### src/rtl/if_id_buf_pkg.sv
// Shared constants for the fetch/decode instruction buffer.
// Optional idle NOP fill is controlled by IF_ID_BUF_NOP_FILL_EN.
package if_id_buf_pkg;

  localparam int PORT_ADDR_WIDTH = 32;
  localparam int PORT_DATA_WIDTH = 32;

  localparam logic [31:0] ZERO_WORD = 32'h0000_0000;
  localparam logic [31:0] INST_NOP  = 32'h0000_0013;

  localparam logic ENABLE  = 1'b1;
  localparam logic DISABLE = 1'b0;

  // Instructions are word aligned; any set low pc bit flags the entry.
  function automatic logic pc_misaligned(input logic [1:0] pc_lsb);
    return (pc_lsb != 2'b00);
  endfunction

endpackage

### src/rtl/if_id_buf_if.sv
// Handshake bundle between fetch, the instruction buffer and decode.
// master = fetch/decode side, slave = the buffer itself.
interface if_id_buf_if #(
  parameter int DEPTH  = 2,
  parameter int ADDR_W = if_id_buf_pkg::PORT_ADDR_WIDTH,
  parameter int DATA_W = if_id_buf_pkg::PORT_DATA_WIDTH
);
  localparam int CNT_W = $clog2(DEPTH) + 1;

  logic              inst_valid_i;
  logic [DATA_W-1:0] inst_data_i;
  logic [ADDR_W-1:0] pc_i;
  logic              inst_ready_o;
  logic              flush_i;
  logic              hold_i;
  logic              id_ready_i;
  logic              inst_valid_o;
  logic [DATA_W-1:0] inst_o;
  logic [ADDR_W-1:0] pc_o;
  logic              misalign_o;
  logic [CNT_W-1:0]  count_o;

  modport master (
    output inst_valid_i, inst_data_i, pc_i, flush_i, hold_i, id_ready_i,
    input  inst_ready_o, inst_valid_o, inst_o, pc_o, misalign_o, count_o
  );

  modport slave (
    input  inst_valid_i, inst_data_i, pc_i, flush_i, hold_i, id_ready_i,
    output inst_ready_o, inst_valid_o, inst_o, pc_o, misalign_o, count_o
  );
endinterface

### src/rtl/if_id_buf_sync_fifo_ptr.sv
// Pointer and occupancy controller for the instruction buffer.
// Flush clears everything at the next edge and overrides push/pop.
module sync_fifo_ptr #(
  parameter int DEPTH = 2,
  localparam int PTR_W = $clog2(DEPTH),
  localparam int CNT_W = PTR_W + 1
) (
  input  logic             clk,
  input  logic             rst,
  input  logic             push,
  input  logic             pop,
  input  logic             flush,
  output logic [PTR_W-1:0] wr_ptr,
  output logic [PTR_W-1:0] rd_ptr,
  output logic [CNT_W-1:0] count,
  output logic             full,
  output logic             empty
);
  always_ff @(posedge clk or posedge rst) begin
    if (rst) begin
      wr_ptr <= '0;
      rd_ptr <= '0;
      count  <= '0;
    end else if (flush) begin
      wr_ptr <= '0;
      rd_ptr <= '0;
      count  <= '0;
    end else begin
      if (push) wr_ptr <= wr_ptr + 1'b1;
      if (pop)  rd_ptr <= rd_ptr + 1'b1;
      case ({push, pop})
        2'b10:   count <= count + 1'b1;
        2'b01:   count <= count - 1'b1;
        default: count <= count;
      endcase
    end
  end

  assign full  = (count == CNT_W'(DEPTH));
  assign empty = (count == '0);
endmodule

### src/rtl/if_id_buf.sv
// Fetch-to-decode instruction buffer: small FIFO of {misalign, pc, inst}.
// Define IF_ID_BUF_NOP_FILL_EN to present a NOP instead of zero when empty.
module if_id_buf
  import if_id_buf_pkg::*;
#(
  parameter int DEPTH  = 2,
  parameter int ADDR_W = PORT_ADDR_WIDTH,
  parameter int DATA_W = PORT_DATA_WIDTH
) (
  input logic           clk,
  input logic           rst,
  if_id_buf_if.slave    bus
);
  localparam int PTR_W = $clog2(DEPTH);
  localparam int CNT_W = PTR_W + 1;

`ifdef IF_ID_BUF_NOP_FILL_EN
  localparam logic [DATA_W-1:0] IDLE_INST = DATA_W'(INST_NOP);
`else
  localparam logic [DATA_W-1:0] IDLE_INST = DATA_W'(ZERO_WORD);
`endif

  logic [DATA_W-1:0] mem_inst [DEPTH];
  logic [ADDR_W-1:0] mem_pc   [DEPTH];
  logic              mem_mis  [DEPTH];

  logic [PTR_W-1:0] wr_ptr;
  logic [PTR_W-1:0] rd_ptr;
  logic [CNT_W-1:0] count;
  logic             full;
  logic             empty;
  logic             push;
  logic             pop;
  logic             head_valid;

  assign head_valid = ~empty;
  assign push = bus.inst_valid_i & ~full & ~bus.flush_i;
  assign pop  = head_valid & bus.id_ready_i & ~bus.hold_i & ~bus.flush_i;

  sync_fifo_ptr #(.DEPTH(DEPTH)) u_ptr (
    .clk    (clk),
    .rst    (rst),
    .push   (push),
    .pop    (pop),
    .flush  (bus.flush_i),
    .wr_ptr (wr_ptr),
    .rd_ptr (rd_ptr),
    .count  (count),
    .full   (full),
    .empty  (empty)
  );

  // Storage needs no reset: every read is qualified by head_valid.
  always_ff @(posedge clk) begin
    if (push) begin
      mem_inst[wr_ptr] <= bus.inst_data_i;
      mem_pc[wr_ptr]   <= bus.pc_i;
      mem_mis[wr_ptr]  <= pc_misaligned(bus.pc_i[1:0]);
    end
  end

  assign bus.inst_ready_o = ~full;
  assign bus.inst_valid_o = head_valid;
  assign bus.count_o      = count;
  assign bus.inst_o       = head_valid ? mem_inst[rd_ptr] : IDLE_INST;
  assign bus.pc_o         = head_valid ? mem_pc[rd_ptr] : '0;
  assign bus.misalign_o   = head_valid & mem_mis[rd_ptr];
endmodule
### src/flat_wrapper.sv
// flat-port wrapper written by rule: the top's interface ports become plain ports
module if_id_buf_flat import if_id_buf_pkg::*;
#(
  parameter int DEPTH  = 2,
  parameter int ADDR_W = PORT_ADDR_WIDTH,
  parameter int DATA_W = PORT_DATA_WIDTH
)
  (clk, rst, bus_inst_valid_i, bus_inst_data_i, bus_pc_i, bus_flush_i, bus_hold_i, bus_id_ready_i, bus_inst_ready_o, bus_inst_valid_o, bus_inst_o, bus_pc_o, bus_misalign_o, bus_count_o);
  if_id_buf_if #(.DEPTH(DEPTH), .ADDR_W(ADDR_W), .DATA_W(DATA_W)) bus_i ();
  input logic clk;
  input logic rst;
  input wire logic [$bits(bus_i.inst_valid_i)-1:0] bus_inst_valid_i;
  input wire logic [$bits(bus_i.inst_data_i)-1:0] bus_inst_data_i;
  input wire logic [$bits(bus_i.pc_i)-1:0] bus_pc_i;
  input wire logic [$bits(bus_i.flush_i)-1:0] bus_flush_i;
  input wire logic [$bits(bus_i.hold_i)-1:0] bus_hold_i;
  input wire logic [$bits(bus_i.id_ready_i)-1:0] bus_id_ready_i;
  output wire logic [$bits(bus_i.inst_ready_o)-1:0] bus_inst_ready_o;
  output wire logic [$bits(bus_i.inst_valid_o)-1:0] bus_inst_valid_o;
  output wire logic [$bits(bus_i.inst_o)-1:0] bus_inst_o;
  output wire logic [$bits(bus_i.pc_o)-1:0] bus_pc_o;
  output wire logic [$bits(bus_i.misalign_o)-1:0] bus_misalign_o;
  output wire logic [$bits(bus_i.count_o)-1:0] bus_count_o;
  assign bus_i.inst_valid_i = bus_inst_valid_i;
  assign bus_i.inst_data_i = bus_inst_data_i;
  assign bus_i.pc_i = bus_pc_i;
  assign bus_i.flush_i = bus_flush_i;
  assign bus_i.hold_i = bus_hold_i;
  assign bus_i.id_ready_i = bus_id_ready_i;
  assign bus_inst_ready_o = bus_i.inst_ready_o;
  assign bus_inst_valid_o = bus_i.inst_valid_o;
  assign bus_inst_o = bus_i.inst_o;
  assign bus_pc_o = bus_i.pc_o;
  assign bus_misalign_o = bus_i.misalign_o;
  assign bus_count_o = bus_i.count_o;
  if_id_buf #(.DEPTH(DEPTH), .ADDR_W(ADDR_W), .DATA_W(DATA_W)) u_core (.clk(clk), .rst(rst), .bus(bus_i));
endmodule
### config.mk
export PLATFORM = sky130hd
export DESIGN_NAME = if_id_buf_flat
export DESIGN_NICKNAME = d
export VERILOG_FILES = /design/src/rtl/if_id_buf_pkg.sv /design/src/rtl/if_id_buf_if.sv /design/src/rtl/if_id_buf_sync_fifo_ptr.sv /design/src/rtl/if_id_buf.sv /design/src/flat_wrapper.sv
export SDC_FILE = /design/constraint.sdc
export NUM_CORES = 1
export LEC_CHECK = 0
export ABC_AREA = 0
export CORE_MARGIN = 8
export CORE_UTILIZATION = 54
export CTS_BUF_LIST = sky130_fd_sc_hd__clkbuf_4
export DETAILED_ROUTE_END_ITERATION = 7
export PLACE_DENSITY = 0.88
export RECOVER_POWER = 100
export SYNTH_ARGS = -nofsm -noshare
export SYNTH_HDL_FRONTEND = slang
export SYNTH_SLANG_ARGS = --single-unit
### constraint.sdc
create_clock -name clk -period 11.5 [get_ports clk]
set_clock_uncertainty 0.1 [all_clocks]
set_input_delay 1.725 -clock clk [delete_from_list [all_inputs] [get_ports clk]]
set_output_delay 1.725 -clock clk [all_outputs]
set_load 0.01 [all_outputs]
======== Word-level counts from Yosys, hierarchy flattened ========
Memory sizes are Yosys's and may differ from the RTL's.
Index checks and enable logic that the tools add are counted.
cells by class
  add/sub/neg operators ................... 4
  mux-type cells .......................... 10
  eq/ne operators ......................... 3
  bitwise gates (word level) .............. 10
  reduce and logical (&&, ||, !) cells .... 5
operators with widths
  kind                                                                   number
  32-bit two-way mux                                                     2
  1-bit bitwise AND                                                      6
  1-bit two-way mux                                                      6
  2-bit nonzero test                                                     3
  2-bit equality test, second input constant                             2
  1-bit inverter                                                         4
  2-bit one-hot mux with 2 select lines                                  1
  3-bit nonzero test                                                     1
  1-bit adder, second input constant                                     2
  2-bit by 1-bit adder with 2-bit output, second input constant          1
  2-bit by 1-bit equality test with 1-bit output, second input constant  1
  2-bit logical NOT                                                      1
  2-bit two-way mux                                                      1
  2-bit by 1-bit subtractor with 2-bit output, second input constant     1
word-level totals
  RAM bits ................................ 130
  logic and storage cells ................. 38
  memories kept ........................... 3
  input bits .............................. 70
  register bits after elaboration ......... 4
  output and inout port bits .............. 69
memories
  memory           depth  bits a word  read ports  clocked after Yosys merged registers in  wr ports  line             source
  u_core.mem_inst  2      32           1           0                                        1         if_id_buf.sv:23  logic [DATA_W-1:0] mem_inst [DEPTH];
  u_core.mem_pc    2      32           1           0                                        1         if_id_buf.sv:24  logic [ADDR_W-1:0] mem_pc [DEPTH];
  u_core.mem_mis   2      1            1           0                                        1         if_id_buf.sv:25  logic mem_mis [DEPTH];

======== Depth between registers and ports, before layout ========
  depth in word-level cells ............... 8
  depth in mapped cells ................... 5
  mapped depth without buffers ............ 4

======== Modules after synthesis ========
From an unflattened synthesis, not the netlist that was laid out.
second synthesis, totals
  cells, all modules ...................... 301
  area total of the unflattened synthesis .. 5202.5 um2
by module, submodules not included
  module         cells an instance  seq. area each (um2)  instances  area an instance (um2)
  if_id_buf      281                3903.7                1          4991.0
  sync_fifo_ptr  20                 100.1                 1          211.5

======== Worst setup path before layout ========
No wires, ideal clock.
  kind .................................... input-to-reg
  from .................................... in bus_inst_valid_i
  to ...................................... mem u_core.mem_inst[1][0] (netlist name), enable pin
  required time ........................... 10817 ps
  arrival ................................. 6524 ps
  stages on the path ...................... 2
  path slack .............................. 4293 ps
  library setup time ...................... 583 ps
  buffers on the path ..................... 0
  cells stage by stage .................... nand2_1 nor3b_1
on the way
  longest elaborated chain between the ends .. 4
ends and longest elaborated chain
  what                                     line                source
  start, declared                          flat_wrapper.sv:12  input wire logic [$bits(bus_i.inst_valid_i)-1:0] bus_inst_valid_i;
  1-bit bitwise AND (2 in series)          if_id_buf.sv:37     assign push = bus.inst_valid_i & ~full & ~bus.flush_i;
  1-bit two-way mux                        if_id_buf.sv:55     if (push) begin
  1-bit two-way mux (implied by the code)  if_id_buf.sv:56     mem_inst[wr_ptr] <= bus.inst_data_i;
  end, declared                            if_id_buf.sv:23
No other way between the ends.

======== Worst setup path in the final report ========
  from .................................... reg u_core.u_ptr.rd_ptr
  to ...................................... out bus_misalign_o
on the way
  longest elaborated chain between the ends .. 2
ends and longest elaborated chain
  what                    line                           source
  start, declared         if_id_buf_sync_fifo_ptr.sv:14  output logic [PTR_W-1:0] rd_ptr,
  start signal, assigned  if_id_buf_sync_fifo_ptr.sv:30  if (pop) rd_ptr <= rd_ptr + 1'b1;
  memory 2 x 1 bit        --
  1-bit bitwise AND       if_id_buf.sv:67                assign bus.misalign_o = head_valid & mem_mis[rd_ptr];
  end, declared           flat_wrapper.sv:22             output wire logic [$bits(bus_i.misalign_o)-1:0] bus_misalign_o;
No other way between the ends.

==> metrics.txt <==
# TYPE chip_impl_metric gauge
chip_impl_metric{name="max_cap_violations",unit=""} 5
chip_impl_metric{name="floorplan.initialDensity",unit=""} 0.5578
chip_impl_metric{name="post-route-cell-area",unit="sq um"} 6854
chip_impl_metric{name="grt_max_degree",unit=""} 68
chip_impl_metric{name="placed_cell_area",unit="sq um"} 6646
chip_impl_metric{name="timing.setup.tns",unit="ns"} 0
chip_impl_metric{name="htreeDepth",unit=""} 4
chip_impl_metric{name="yosys-mux-area-fraction",unit=""} 0.1262
chip_impl_metric{name="row_count",unit=""} 35
chip_impl_info{name="rsz0062_at_grt",value="false"} 1
chip_impl_metric{name="cts.clk_slew.worst_paths",unit="ns"} 0.10
chip_impl_metric{name="cp_data_arrival_time",unit="ns"} 4.49
chip_impl_metric{name="post-cts-setup-buffer-count",unit=""} 0
chip_impl_metric{name="die_height",unit="microns"} 113.7
chip_impl_metric{name="num-nets-final",unit=""} 523
chip_impl_metric{name="synth-seq-area-share",unit=""} 0.7769
chip_impl_metric{name="drt-total-wl",unit="microns"} 10910
chip_impl_metric{name="dr_wl_met3",unit="microns"} 955
chip_impl_metric{name="die-width",unit="microns"} 113.7
chip_impl_metric{name="dpl.hpwl",unit="microns"} 7446
chip_impl_metric{name="route.detailed.vias_per_inst",unit=""} 5.065
chip_impl_metric{name="ios",unit=""} 139
chip_impl_metric{name="grt_util_all_layers",unit=""} 0.1704
chip_impl_metric{name="worstSkewPairLatency",unit="ns"} 0.48
chip_impl_info{name="synth_top_family_by_area",value="multiplexers"} 1
chip_impl_info{name="worstSetupStartpointType",value="flip-flop"} 1
chip_impl_metric{name="setup_viol",unit=""} 0
chip_impl_metric{name="pwr_density_cell",unit="nW/um^2"} 138.5
chip_impl_metric{name="synth_top_cell_area_share",unit=""} 0.7575
chip_impl_metric{name="place.gp.congestion",unit=""} 0.7216
chip_impl_metric{name="total_die_area",unit="sq um"} 12930
chip_impl_info{name="synth.area.top_cells",value="edfxtp_1 76%, mux2i_1 13%, nor2_1 4.8%, dfrtp_1 1.9%, buf_6 0.87%"} 1
chip_impl_metric{name="utilization",unit=""} 0.7418
chip_impl_metric{name="maxSlewHeadroom",unit=""} -1.331
chip_impl_metric{name="detailroute.via_count",unit=""} 3019
chip_impl_metric{name="grt_antenna_before_repair",unit=""} 1
chip_impl_metric{name="synth_register_bits",unit=""} 134
chip_impl_info{name="dr.max_layer_used",value="met4"} 1
chip_impl_metric{name="max_slew.worst_pin.slew",unit="ns"} 3.496
chip_impl_metric{name="antenna_left",unit=""} 0
chip_impl_metric{name="filler_cell_count",unit=""} 603
chip_impl_metric{name="worst_hold_path_stage_count",unit=""} 2
chip_impl_metric{name="synthDistinctLibCells",unit=""} 24
chip_impl_metric{name="detailroute.wirelength.met2",unit="microns"} 5363
chip_impl_metric{name="postCtsResizedCells",unit=""} 0
chip_impl_metric{name="dr.first_iter.drc_count",unit=""} 220
chip_impl_metric{name="synth_area_per_cell",unit="sq um"} 16.84
chip_impl_metric{name="final_cell_count_no_fill",unit=""} 596
chip_impl_metric{name="max-vdd-ir-drop",unit="V"} 0.00007792
chip_impl_metric{name="yosys.area_share.adder",unit=""} 0
chip_impl_metric{name="layout_setup_ws",unit="ns"} 5.190
chip_impl_metric{name="m1WireLength",unit="microns"} 4528
chip_impl_metric{name="clock-sinks",unit=""} 134
chip_impl_metric{name="area_taken_by_multi_input_logic_gates",unit="sq um"} 1033
chip_impl_metric{name="synth_nets",unit=""} 376
chip_impl_metric{name="drive_above_1_share",unit=""} 0.07511
chip_impl_info{name="worstSetupEndpointType",value="output pin"} 1
chip_impl_metric{name="fraction_of_the_mapped_netlist_area_in_compound_gates",unit=""} 0.009468
chip_impl_metric{name="vias_in_the_first_global_route",unit=""} 3256
chip_impl_metric{name="post-route-period-util",unit=""} 0.5487
chip_impl_metric{name="min_period",unit="ns"} 6.310
chip_impl_metric{name="areaGrowthSynthToFinish",unit="%"} 32.99
chip_impl_metric{name="slew_violations",unit=""} 222
chip_impl_metric{name="residual_drc",unit=""} 0
chip_impl_metric{name="footprint_of_the_flip_flops_and_latches",unit="sq um"} 4004
chip_impl_metric{name="critPathRequiredTime",unit="ns"} 9.68
chip_impl_info{name="clockRootBuffer",value="clkbuf_4"} 1
chip_impl_metric{name="rr_worst_depth",unit=""} 2
chip_impl_metric{name="synth_cells",unit=""} 306
chip_impl_metric{name="pre_cts_slack",unit="ns"} 7.528
chip_impl_metric{name="report.final.hold_viol_count",unit=""} 0
chip_impl_metric{name="static_power_due_to_leakage",unit="nW"} 2.385
chip_impl_info{name="worst_hold_path_type",value="flip-flop to flip-flop"} 1
chip_impl_metric{name="fp.coreArea",unit="sq um"} 9240
chip_impl_metric{name="fmax",unit="GHz"} 0.1585
chip_impl_info{name="criticalPathCategory",value="flip-flop to output pin"} 1
chip_impl_metric{name="totalPowerFinal",unit="mW"} 0.9491
chip_impl_info{name="synth.largest_area_cell",value="edfxtp_1"} 1
chip_impl_metric{name="syn_area",unit="sq um"} 5154
chip_impl_info{name="mostFrequentLayoutCells",value="134 x dlygate4sd3_1, 130 x edfxtp_1, 65 x mux2i_1, 65 x nor2_1, 18 x clkbuf_4"} 1
chip_impl_metric{name="cts-root-to-sink-buffers",unit=""} 2
chip_impl_metric{name="per_cell_routed_wire_length",unit="microns"} 18.30
chip_impl_info{name="cts_tree",value="done"} 1
chip_impl_metric{name="cts_hold_buf",unit=""} 0
chip_impl_metric{name="worstPathMaxFanout",unit=""} 67
chip_impl_metric{name="yosysWarnings",unit=""} 0
chip_impl_metric{name="hold_slack",unit="ns"} 0.4887
chip_impl_info{name="violations",value="max-capacitance violations, max-slew violations"} 1
chip_impl_metric{name="drtPass1Iterations",unit=""} 5
chip_impl_metric{name="overflow",unit=""} 0
chip_impl_metric{name="post_synth_and_or_nand_nor_area_fraction",unit=""} 0.06336
chip_impl_metric{name="port_buffers",unit=""} 138
chip_impl_metric{name="cts_inserted_buffers",unit=""} 17
chip_impl_metric{name="dp.cells",unit=""} 563
chip_impl_metric{name="grt_pass1_wl",unit="microns"} 17110
chip_impl_info{name="status",value="finished, violations left"} 1
chip_impl_info{name="mostFrequentLayoutCell",value="dlygate4sd3_1"} 1
chip_impl_metric{name="synth_xor_area_frac",unit=""} 0
layer usage:
layer,up-vias,GRT usage
li1,1433,-
met1,1465,0.2053
met2,115,0.2722
met3,6,0.07396
met4,0,0.04973
met5,-,0
area by class of cell:
type | instances | share of cell area
well taps | 129 | 0.02355
diodes | 1 | 0.0003651
clock buffers | 18 | 0.01972
inverters | 4 | 0.002191
multi-input cells | 153 | 0.1508
flip-flops and latches | 134 | 0.5842
repair buffers | 143 | 0.2043
clock inverters | 14 | 0.01497
final timing paths:
path                                     start                    end  slack, ns
max reg2reg                u_core.u_ptr.rd_ptr    u_core.u_ptr.rd_ptr       8.14
max in group asynchronous                  rst    u_core.u_ptr.wr_ptr       9.63
max                        u_core.u_ptr.rd_ptr         bus_misalign_o       5.19
min reg2reg                u_core.u_ptr.wr_ptr    u_core.u_ptr.wr_ptr       0.49
min in group asynchronous                  rst  u_core.u_ptr.count[0]       1.49
min                        u_core.u_ptr.wr_ptr    u_core.u_ptr.wr_ptr       0.49
power by group:
| part | leakage, nW | internal (mW) | total [mW] | switching [mW] |
|---|---|---|---|---|
| logic | 1.02 | 0.0618 | 0.119 | 0.0569 |
| clock network | 0.115 | 0.0890 | 0.263 | 0.174 |
| registers | 1.25 | 0.556 | 0.567 | 0.0111 |
| total | 2.38 | 0.707 | 0.949 | 0.242 |
worst max-delay path, stage by stage (launching register included):
cell	delay, ns
dfrtp_1	2.72
mux2i_1	0.33
nor2_1	0.22
dlygate4sd3_1	0.64
cells by family after synthesis:
family / Yosys count
flops: 134
compound gates: 9
simple gates: 79
mux: 65
buf+inv: 19
flip-flops by register name (all words and copies together), names as in the netlist:
signal,cells
u_core.mem_mis,2
u_core.u_ptr.wr_ptr,1
u_core.u_ptr.rd_ptr,1
u_core.mem_pc,64
u_core.mem_inst,64
u_core.u_ptr.count,2
cells in the mapped netlist (all sizes together):
master / n
a21oi: 4
a31oi: 1
and3b: 1
buf: 14
clkbuf: 1
dfrtp: 4
edfxtp: 130
inv: 4
mux2i: 65
nand2: 2
nand2b: 1
nand3: 1
nor2: 66
nor2b: 2
nor3: 1
nor3b: 2
o211ai: 1
o21ai: 3
or2: 1
or3: 2
No activity file was read; power rests on OpenSTA's default activity.
